--- src/rtl/cc_alu_pkg.sv ---
// Shared definitions for the CC ALU arbiter: ALU selection codes, flag bit indices, FSM states.
// Optional condition-code register feature: CC_ALU_ARB_PSR_EN.
package cc_alu_pkg;

  localparam logic [3:0] ALU_ANDCC    = 4'd0;
  localparam logic [3:0] ALU_ORCC     = 4'd1;
  localparam logic [3:0] ALU_ORNCC    = 4'd2;
  localparam logic [3:0] ALU_ADCC     = 4'd3;
  localparam logic [3:0] ALU_SRL      = 4'd4;
  localparam logic [3:0] ALU_AND      = 4'd5;
  localparam logic [3:0] ALU_OR       = 4'd6;
  localparam logic [3:0] ALU_ORN      = 4'd7;
  localparam logic [3:0] ALU_ADD      = 4'd8;
  localparam logic [3:0] ALU_LSHIFT2  = 4'd9;
  localparam logic [3:0] ALU_LSHIFT10 = 4'd10;
  localparam logic [3:0] ALU_SIMM13   = 4'd11;
  localparam logic [3:0] ALU_SEXT13   = 4'd12;
  localparam logic [3:0] ALU_INC      = 4'd13;
  localparam logic [3:0] ALU_INCPC    = 4'd14;
  localparam logic [3:0] ALU_RSHIFT5  = 4'd15;

  localparam int unsigned FLAG_N = 3;
  localparam int unsigned FLAG_Z = 2;
  localparam int unsigned FLAG_V = 1;
  localparam int unsigned FLAG_C = 0;

  typedef enum logic [1:0] {
    IDLE = 2'd0,
    EXEC = 2'd1,
    RESP = 2'd2
  } arbState_t;

  // Winner index among two requests; on a tie the pointer names the winner.
  function automatic logic rrPick(input logic [1:0] req, input logic ptr);
    logic idx;
    unique case (req)
      2'b01:   idx = 1'b0;
      2'b10:   idx = 1'b1;
      2'b11:   idx = ptr;
      default: idx = 1'b0;
    endcase
    return idx;
  endfunction

endpackage

--- src/rtl/cc_rr_arbiter2.sv ---
// Two-way round-robin grant with a registered priority pointer.
// The pointer moves to the non-served requester when a transaction retires.
module cc_rr_arbiter2
  import cc_alu_pkg::*;
(
  input  logic       clock,
  input  logic       reset,
  input  logic       enable,
  input  logic [1:0] reqValid,
  input  logic       advance,
  input  logic       advanceIdx,
  output logic [1:0] grant
);

  logic pointerReg;

  always_ff @(posedge clock) begin
    if (reset) begin
      pointerReg <= 1'b0;
    end else if (advance) begin
      pointerReg <= ~advanceIdx;
    end
  end

  always_comb begin
    grant = '0;
    if (enable && (|reqValid)) begin
      grant[rrPick(reqValid, pointerReg)] = 1'b1;
    end
  end

endmodule

--- src/rtl/cc_alu_arbiter.sv ---
// Shares the external CC ALU between the microcode datapath (req0) and the PC/address unit (req1).
// Define CC_ALU_ARB_PSR_EN to add the NZVC condition-code register and its output port.
module cc_alu_arbiter
  import cc_alu_pkg::*;
#(
  parameter int unsigned DATAWIDTH_BUS           = 32,
  parameter int unsigned DATAWIDTH_ALU_SELECTION = 4,
  parameter int unsigned DATAWIDTH_FLAGS         = 4
) (
  input  logic                               CC_ALUARB_CLOCK_50,
  input  logic                               CC_ALUARB_RESET_InHigh,
  input  logic                               CC_ALUARB_req0Valid_InHigh,
  output logic                               CC_ALUARB_req0Ready_OutHigh,
  input  logic [DATAWIDTH_ALU_SELECTION-1:0] CC_ALUARB_req0Sel_InBUS,
  input  logic [DATAWIDTH_BUS-1:0]           CC_ALUARB_req0DataA_InBUS,
  input  logic [DATAWIDTH_BUS-1:0]           CC_ALUARB_req0DataB_InBUS,
  input  logic                               CC_ALUARB_req1Valid_InHigh,
  output logic                               CC_ALUARB_req1Ready_OutHigh,
  input  logic [DATAWIDTH_ALU_SELECTION-1:0] CC_ALUARB_req1Sel_InBUS,
  input  logic [DATAWIDTH_BUS-1:0]           CC_ALUARB_req1DataA_InBUS,
  input  logic [DATAWIDTH_BUS-1:0]           CC_ALUARB_req1DataB_InBUS,
  output logic                               CC_ALUARB_resp0Valid_OutHigh,
  output logic                               CC_ALUARB_resp1Valid_OutHigh,
  input  logic                               CC_ALUARB_resp0Ready_InHigh,
  input  logic                               CC_ALUARB_resp1Ready_InHigh,
  output logic [DATAWIDTH_BUS-1:0]           CC_ALUARB_respData_OutBUS,
  output logic [DATAWIDTH_FLAGS-1:0]         CC_ALUARB_respFlags_OutBUS,
  output logic [DATAWIDTH_BUS-1:0]           CC_ALUARB_aluDataA_OutBUS,
  output logic [DATAWIDTH_BUS-1:0]           CC_ALUARB_aluDataB_OutBUS,
  output logic [DATAWIDTH_ALU_SELECTION-1:0] CC_ALUARB_aluSel_OutBUS,
  input  logic [DATAWIDTH_BUS-1:0]           CC_ALUARB_aluData_InBUS,
  input  logic [DATAWIDTH_FLAGS-1:0]         CC_ALUARB_aluFlags_InBUS,
  input  logic                               CC_ALUARB_aluSCC_InHigh
`ifdef CC_ALU_ARB_PSR_EN
  ,
  output logic [DATAWIDTH_FLAGS-1:0]         CC_ALUARB_psr_OutBUS
`endif
);

  arbState_t                          stateReg;
  logic                               grantIdxReg;
  logic [1:0]                         respValidReg;
  logic [DATAWIDTH_BUS-1:0]           respDataReg;
  logic [DATAWIDTH_FLAGS-1:0]         respFlagsReg;
  logic [DATAWIDTH_BUS-1:0]           aluDataAReg;
  logic [DATAWIDTH_BUS-1:0]           aluDataBReg;
  logic [DATAWIDTH_ALU_SELECTION-1:0] aluSelReg;

  logic [1:0] grant;
  logic       acceptEnable;
  logic       respReadySel;
  logic       respDone;

  // Reset also masks the combinational ready so nothing is accepted on a reset edge.
  assign acceptEnable = (stateReg == IDLE) && !CC_ALUARB_RESET_InHigh;
  assign respReadySel = grantIdxReg ? CC_ALUARB_resp1Ready_InHigh : CC_ALUARB_resp0Ready_InHigh;
  assign respDone     = (stateReg == RESP) && respReadySel;

  cc_rr_arbiter2 uArbiter (
    .clock      (CC_ALUARB_CLOCK_50),
    .reset      (CC_ALUARB_RESET_InHigh),
    .enable     (acceptEnable),
    .reqValid   ({CC_ALUARB_req1Valid_InHigh, CC_ALUARB_req0Valid_InHigh}),
    .advance    (respDone),
    .advanceIdx (grantIdxReg),
    .grant      (grant)
  );

`ifdef CC_ALU_ARB_PSR_EN
  logic [DATAWIDTH_FLAGS-1:0] psrReg;
  assign CC_ALUARB_psr_OutBUS = psrReg;
`else
  logic unusedScc;
  assign unusedScc = CC_ALUARB_aluSCC_InHigh;
`endif

  always_ff @(posedge CC_ALUARB_CLOCK_50) begin
    if (CC_ALUARB_RESET_InHigh) begin
      stateReg     <= IDLE;
      grantIdxReg  <= 1'b0;
      respValidReg <= '0;
      respDataReg  <= '0;
      respFlagsReg <= '0;
      aluDataAReg  <= '0;
      aluDataBReg  <= '0;
      aluSelReg    <= '0;
`ifdef CC_ALU_ARB_PSR_EN
      psrReg       <= '0;
`endif
    end else begin
      unique case (stateReg)
        IDLE: begin
          if (|grant) begin
            aluSelReg   <= grant[1] ? CC_ALUARB_req1Sel_InBUS   : CC_ALUARB_req0Sel_InBUS;
            aluDataAReg <= grant[1] ? CC_ALUARB_req1DataA_InBUS : CC_ALUARB_req0DataA_InBUS;
            aluDataBReg <= grant[1] ? CC_ALUARB_req1DataB_InBUS : CC_ALUARB_req0DataB_InBUS;
            grantIdxReg <= grant[1];
            stateReg    <= EXEC;
          end
        end
        EXEC: begin
          respDataReg  <= CC_ALUARB_aluData_InBUS;
          respFlagsReg <= CC_ALUARB_aluFlags_InBUS;
          respValidReg <= grantIdxReg ? 2'b10 : 2'b01;
`ifdef CC_ALU_ARB_PSR_EN
          if (CC_ALUARB_aluSCC_InHigh) begin
            psrReg <= CC_ALUARB_aluFlags_InBUS;
          end
`endif
          stateReg     <= RESP;
        end
        RESP: begin
          if (respReadySel) begin
            respValidReg <= '0;
            stateReg     <= IDLE;
          end
        end
        default: begin
          respValidReg <= '0;
          stateReg     <= IDLE;
        end
      endcase
    end
  end

  assign CC_ALUARB_req0Ready_OutHigh  = grant[0];
  assign CC_ALUARB_req1Ready_OutHigh  = grant[1];
  assign CC_ALUARB_resp0Valid_OutHigh = respValidReg[0];
  assign CC_ALUARB_resp1Valid_OutHigh = respValidReg[1];
  assign CC_ALUARB_respData_OutBUS    = respDataReg;
  assign CC_ALUARB_respFlags_OutBUS   = respFlagsReg;
  assign CC_ALUARB_aluDataA_OutBUS    = aluDataAReg;
  assign CC_ALUARB_aluDataB_OutBUS    = aluDataBReg;
  assign CC_ALUARB_aluSel_OutBUS      = aluSelReg;

endmodule

--- config.mk ---
export PLATFORM = sky130hd
export DESIGN_NAME = cc_alu_arbiter
export DESIGN_NICKNAME = d
export VERILOG_FILES = /design/src/rtl/cc_alu_pkg.sv /design/src/rtl/cc_rr_arbiter2.sv /design/src/rtl/cc_alu_arbiter.sv
export SDC_FILE = /design/constraint.sdc
export NUM_CORES = 1
export LEC_CHECK = 0
export CAP_MARGIN = 20
export CORE_MARGIN = 5
export CORE_UTILIZATION = 35
export CTS_BUF_LIST = sky130_fd_sc_hd__clkbuf_2 sky130_fd_sc_hd__clkbuf_4 sky130_fd_sc_hd__clkbuf_8
export DETAILED_ROUTE_END_ITERATION = 8
export DONT_BUFFER_PORTS = 1
export PLACE_DENSITY = 0.5
export SYNTH_ARGS = -nofsm -noshare
export SYNTH_HDL_FRONTEND = slang
export SYNTH_HIERARCHICAL = 1
export SYNTH_SLANG_ARGS = --single-unit
--- constraint.sdc ---
create_clock -name CC_ALUARB_CLOCK_50 -period 7.6 [get_ports CC_ALUARB_CLOCK_50]
set_clock_uncertainty 0.15 [all_clocks]
set_input_delay 2.28 -clock CC_ALUARB_CLOCK_50 [delete_from_list [all_inputs] [get_ports CC_ALUARB_CLOCK_50]]
set_output_delay 2.28 -clock CC_ALUARB_CLOCK_50 [all_outputs]
set_load 0.02 [all_outputs]
==> results of run 1 <==
-- state kept, by name, summed over array words and instances (netlist names) --
name / flops
CC_ALUARB_respData_OutBUS: 32
respValidReg: 2
stateReg: 2
CC_ALUARB_aluDataA_OutBUS: 32
CC_ALUARB_aluDataB_OutBUS: 32
CC_ALUARB_respFlags_OutBUS: 4
grantIdxReg: 1
uArbiter/pointerReg: 1
CC_ALUARB_aluSel_OutBUS: 4
-- worst max path at each step --
stage                                      start                           to  slack (ns)  cells after the start
after floorplan           CC_ALUARB_RESET_InHigh  CC_ALUARB_req1Ready_OutHigh        2.01                      4
after global placement    CC_ALUARB_RESET_InHigh  CC_ALUARB_req1Ready_OutHigh        1.95                      4
after detailed placement  CC_ALUARB_RESET_InHigh  CC_ALUARB_req1Ready_OutHigh        1.89                      4
after CTS                 CC_ALUARB_RESET_InHigh  CC_ALUARB_req1Ready_OutHigh        1.89                      4
after global routing      CC_ALUARB_RESET_InHigh  CC_ALUARB_req1Ready_OutHigh        1.81                      4
final                     CC_ALUARB_RESET_InHigh  CC_ALUARB_req1Ready_OutHigh        1.90                      4
-- cells in the final DEF (no fill, tap or decap), drive strengths merged, types with 2 or more instances in the layout --
cell type and instances:
nor2 2, nand2b 2, a21oi 108, and2 2, clkbuf 10, a211oi 69, bufinv 2, o21ai 4
nor2b 3, nand2 76, mux2i 69, nor3 2, clkinv 3, dfxtp 110, buf 7, inv 2
-- final cells by class --
type | count | share of cell area, %
clock buffers | 10 | 2.676
clock inverters | 6 | 1.758
inverters | 2 | 0.1529
multi-input cells | 340 | 45.01
flip-flops and latches | 110 | 44.85
well taps | 176 | 4.485
repair buffers | 7 | 1.070
-- metal layers --
layer	vias up	global-route usage [%]
met2	203	26.57
met3	24	8.401
met5	-	0
met1	1610	17.38
li1	1731	-
met4	0	6.633
-- per-stage QoR --
step           hold slack [ns]  util, %  instance area, um^2
6_report                0.3964    37.52                 4910
3_5_place_dp            0.3796    35.86                 4692
2_1_floorplan           0.3428        -                 4631
4_1_cts                 0.3938    37.52                 4910
5_1_grt                 0.4241    37.52                 4910
3_3_place_gp            0.3749    35.86                 4692
-- kinds of logic (layout without fill, tap and decap cells) --
family	Yosys count	count (layout)	share of synthesized area (%)
AND/OR/NAND/NOR	90	90	7.944
multiplexers	69	69	14.91
buffers and inverters	54	25	5.215
AO/OA/AOI/OAI	181	181	24.37
flip-flops	110	110	47.55
-- worst reg2reg max path, cell delays in order, from the launching register on --
cell and delay, ns:
dfxtp_1 0.41, nor3_1 0.41, nand2_1 0.15, a21oi_4 0.12, buf_4 0.36, or2_2 0.20
and2_2 0.66, buf_4 0.51, a211oi_1 0.15
-- power breakdown --
part           leakage [nW]  total (W)  switching, W  internal, W
Sequential            0.902   0.000736      0.000106     0.000630
Clock                 0.110   0.000386      0.000197     0.000189
Combinational         0.509   0.000174      0.000104    0.0000701
==> metrics, run 1 <==
status=finished clean; most numerous cell in the Yosys netlist=dfxtp_1; hpwl dp=9212 um; sequential element share of the synthesized area=47.55%; CTS tree=yes; area of the multi-input gates=2210 um^2; hold worst-path end=uArbiter/pointerReg; pwr/cell area=263.9 nW/um^2; relative slew slack=45.15%; htree depth=3; Critical path buffers and inverters=1; overall power=0.001296 W; max-slew violation count=0; DIE WIDTH=125.0 um; CP top delay family=simple AND/OR/NAND/NOR gates; Worst-path clk slew=0.10 ns; DR WL met3=1535 um; ys flop type=dfxtp_1; VDD IR-drop max=0.1036 mV; RSZ-0062 raised after global routing=no; TritonCTS buffer count=9; clock period minus worst slack=5.704 ns; die area=15630 um^2; Async S/R FF share, synth=0%; share of the synthesized area in the top cell type=47.55%; Hold WC Path Type=reg2reg; Tcrit/Tclk final=75.05%; post-CTS setup buffer count=0; Arrival @ worst endpoint=3.27 ns; clk root buf=clkbuf_8; syn_area_per_cell=9.188 um^2; hold path start=uArbiter/pointerReg; Post-synth EDFFs=0; Post-Syn Instances=504; top sig layer=met4; first-pass GRT wire length=20380 um; slew at the pin closest to its max-slew limit=0.8228 ns; Crit Path Category=in2out; synth unique cells=21; slowest stage cell, crit path=buf_4; Clk Latency, worst-skew pair=0.37 ns; via count=3568; worst hold path stage count=2; CTS Sinks=110; crit-path cells=nor3_1 > nand2_1 > a21oi_4 > buf_4; Final Wtd Congestion=0.7344; Mapped Area=4631 um^2; grt ovf=0; Finished Layout Cells=651; cts hold-fix bufs=0; Final #Nets=649; io pins=287; number of global-route vias before repair=3628; GRT Resource Usage Total=16.09%; top cell type by total area after synthesis=dfxtp_1; Yosys warnings=6; Worst EP required=5.17 ns; area grow syn2layout=6.025%; # rows=42; Vias/cell=5.481; post-synth net total=683; initial core utilization=35.39%; Final Hold Vio Count=0; slowest stage delay, CP=0.36 ns; reg2reg setup slack=4.33 ns; reg2reg end=CC_ALUARB_aluDataA_OutBUS[21]; core area=13090 um^2; ant diodes=0; worst r2r src=stateReg[0]; first-pass detailed-route iteration total=4; Routed WL per cell=19.98 um; Post-CTS Resized=0; Setup violations, final=0; met1 wire length=5027 um; leakage power figure=1.520 nW; Initial DRC Count=143; initial antenna violation count=0; setup_tns=0 ns; f_max=0.1753 GHz; #FFs+latches synth=110; largest net degree at the start of global routing=111; Met2 Wirelength=6083 um; startpoint type of the worst setup path=input pin; largest fanout on the critical path=110; Synth area leaders=dfxtp_1, mux2i_1, a21oi_1; WL final=13010 um; Max-cap violations=0; min setup slack post-route=1.896 ns; Inst Count DP=635; layout cells sized above 1=8.000%; fillcell total=1346; Commonest cells post-synth=dfxtp_1, a21oi_1, nand2_1, mux2i_1, a211oi_1; Reg2Reg Depth=8; register area=2202 um^2; Port Buffers=0; remaining routing DRC violations=0; Antenna Nets Post-Route=0; Die Span Y=125.0 um; Post-Place Worst Slack=1.891 ns; Max clock buf depth=2; CP Capture Type=output pin
(Power assumes the default switching activity.)
==> run 2, diff against run 1 <==
--- a/config.mk
+++ b/config.mk
@@ -11,7 +11,7 @@
 export CTS_BUF_LIST = sky130_fd_sc_hd__clkbuf_2 sky130_fd_sc_hd__clkbuf_4 sky130_fd_sc_hd__clkbuf_8
 export DETAILED_ROUTE_END_ITERATION = 8
 export DONT_BUFFER_PORTS = 1
-export PLACE_DENSITY = 0.5
+export PLACE_DENSITY = 0.52
 export SYNTH_ARGS = -nofsm -noshare
 export SYNTH_HDL_FRONTEND = slang
 export SYNTH_HIERARCHICAL = 1
==> constraint.sdc (replaced) <==
create_clock -name CC_ALUARB_CLOCK_50 -period 4.64 [get_ports CC_ALUARB_CLOCK_50]
set_clock_uncertainty 0.15 [all_clocks]
set_input_delay 1.392 -clock CC_ALUARB_CLOCK_50 [delete_from_list [all_inputs] [get_ports CC_ALUARB_CLOCK_50]]
set_output_delay 1.392 -clock CC_ALUARB_CLOCK_50 [all_outputs]
set_load 0.02 [all_outputs]
==> metrics, run 2 (synthesis results as in run 1) <==
VDD IR-drop max=0.1524 mV; Worst EP required=3.10 ns; most frequent cells in the layout=dfxtp_1, a21oi_1, nand2_1; utilization after layout=37.63%; Worst-path clk slew=0.09 ns; Die Span Y=125.0 um; slowest stage cell, crit path=a21oi_1; first-pass detailed-route iteration total=5; hpwl dp=9266 um; WL final=13230 um; Hold WC Path Type=reg2reg; Tcrit/Tclk final=84.07%; Antenna Nets Post-Route=0; GRT Resource Usage Total=15.97%; io pins=287; Worst Setup SP=CC_ALUARB_RESET_InHigh; ant diodes=0; Max clock buf depth=2; Final Hold Vio Count=0; core area=13090 um^2; RSZ-0062 raised after global routing=no; Clk Latency, worst-skew pair=0.38 ns; overall power=0.002104 W; # rows=42; Initial DRC Count=191; Vias/cell=5.608; via count=3651; initial core utilization=35.39%; CP Capture Type=output pin; Post-CTS Resized=0; Finished Layout Cells=651; clock period minus worst slack=3.901 ns; f_max=0.2564 GHz; most common cell after layout, fill and taps aside=dfxtp_1; crit-path cells=nor3_1 > nand2_1 > a21oi_1; pwr/cell area=427.3 nW/um^2; Setup violations, final=0; Arrival @ worst endpoint=2.36 ns; initial antenna violation count=0; layout cells sized above 1=8.000%; first-pass GRT wire length=20130 um; leakage power figure=1.521 nW; critical path depth in cells=3; remaining routing DRC violations=0; TritonCTS buffer count=9; Final Wtd Congestion=0.7672; Routed WL per cell=20.32 um; Inst Count DP=635; reg2reg end=CC_ALUARB_aluSel_OutBUS[3]; worst r2r src=stateReg[1]; Reg2Reg Depth=8; post-CTS setup buffer count=0; Critical path buffers and inverters=0; relative slew slack=57.57%; die area=15630 um^2; status=finished clean; max-slew violation count=0; startpoint type of the worst setup path=input pin; Max-cap violations=0; largest fanout on the critical path=110; CTS Sinks=110; cts hold-fix bufs=0; setup_tns=0 ns; reg2reg setup slack=1.59 ns; number of global-route vias before repair=3625; area grow syn2layout=6.323%; worst setup path end=CC_ALUARB_req0Ready_OutHigh; grt ovf=0; htree depth=3; largest net degree at the start of global routing=111; Crit Path Category=in2out; slew at the pin closest to its max-slew limit=0.6364 ns; CTS tree=yes; CP top delay family=compound AO/OA/AOI/OAI gates; Port Buffers=0; DIE WIDTH=125.0 um; Final #Nets=649; slowest stage delay, CP=0.51 ns; clk root buf=clkbuf_8
==> run 2: cell types whose count changed in the layout (fill, tap and decap cells not counted) <==
cell | previous run | this run
buf_12 | 0 | 2
clkinv_2 | 2 | 1
clkbuf_4 | 1 | 0
inv_6 | 0 | 2
clkbuf_8 | 9 | 10
buf_4 | 7 | 5
bufinv_16 | 2 | 1
==> run 2: worst min-delay path by stage <==
stage / start / endpoint / slack (ns) / depth (start not counted)
final: uArbiter/pointerReg / uArbiter/pointerReg / 0.39 / 2
after global routing: CC_ALUARB_respData_OutBUS[2] / CC_ALUARB_respData_OutBUS[2] / 0.42 / 2
after CTS: uArbiter/pointerReg / uArbiter/pointerReg / 0.40 / 2
after detailed placement: grantIdxReg / uArbiter/pointerReg / 0.39 / 1
after global placement: uArbiter/pointerReg / uArbiter/pointerReg / 0.37 / 2
after floorplan: grantIdxReg / uArbiter/pointerReg / 0.34 / 1
==> run 2: per-layer routing <==
metal  global-route usage [%]  wire, um  up-vias
li1                         -         -     1745
met1                    17.65      5060     1692
met2                    25.69      6259      194
met3                    8.017      1549       20
met4                    7.526       358        0
met5                        0         0        -
==> run 2: cell type report <==
cell class              count  area [um^2]
clock buffers              10        137.6
clock inverters             6        68.82
fillers                  1310         8162
inverters                   2        7.507
multi-input cells         340         2210
flip-flops and latches    110         2202
well taps                 176        220.2
repair buffers              7        77.57
==> run 2: metrics by stage <==
| stage | hold slack [ns] | cell area (um^2) | setup slack [ns] |
|---|---|---|---|
| 2_1_floorplan | 0.3428 | 4631 | 0.8249 |
| 3_3_place_gp | 0.3716 | 4717 | 0.7276 |
| 3_5_place_dp | 0.3869 | 4717 | 0.6076 |
| 4_1_cts | 0.4026 | 4923 | 0.7040 |
| 5_1_grt | 0.4234 | 4923 | 0.6293 |
| 6_report | 0.3915 | 4923 | 0.7393 |
==> run 2: report_power, final <==
part,internal [W],switching [W],total (W)
Sequential,0.00103,0.000173,0.00121
Combinational,0.000120,0.000173,0.000293
Clock,0.000268,0.000338,0.000606
==> run 2: tightest hold or removal path, stage by stage (launching register included) <==
cell      delay [ns]
dfxtp_1         0.33
nor2_1          0.13
a211oi_2        0.04
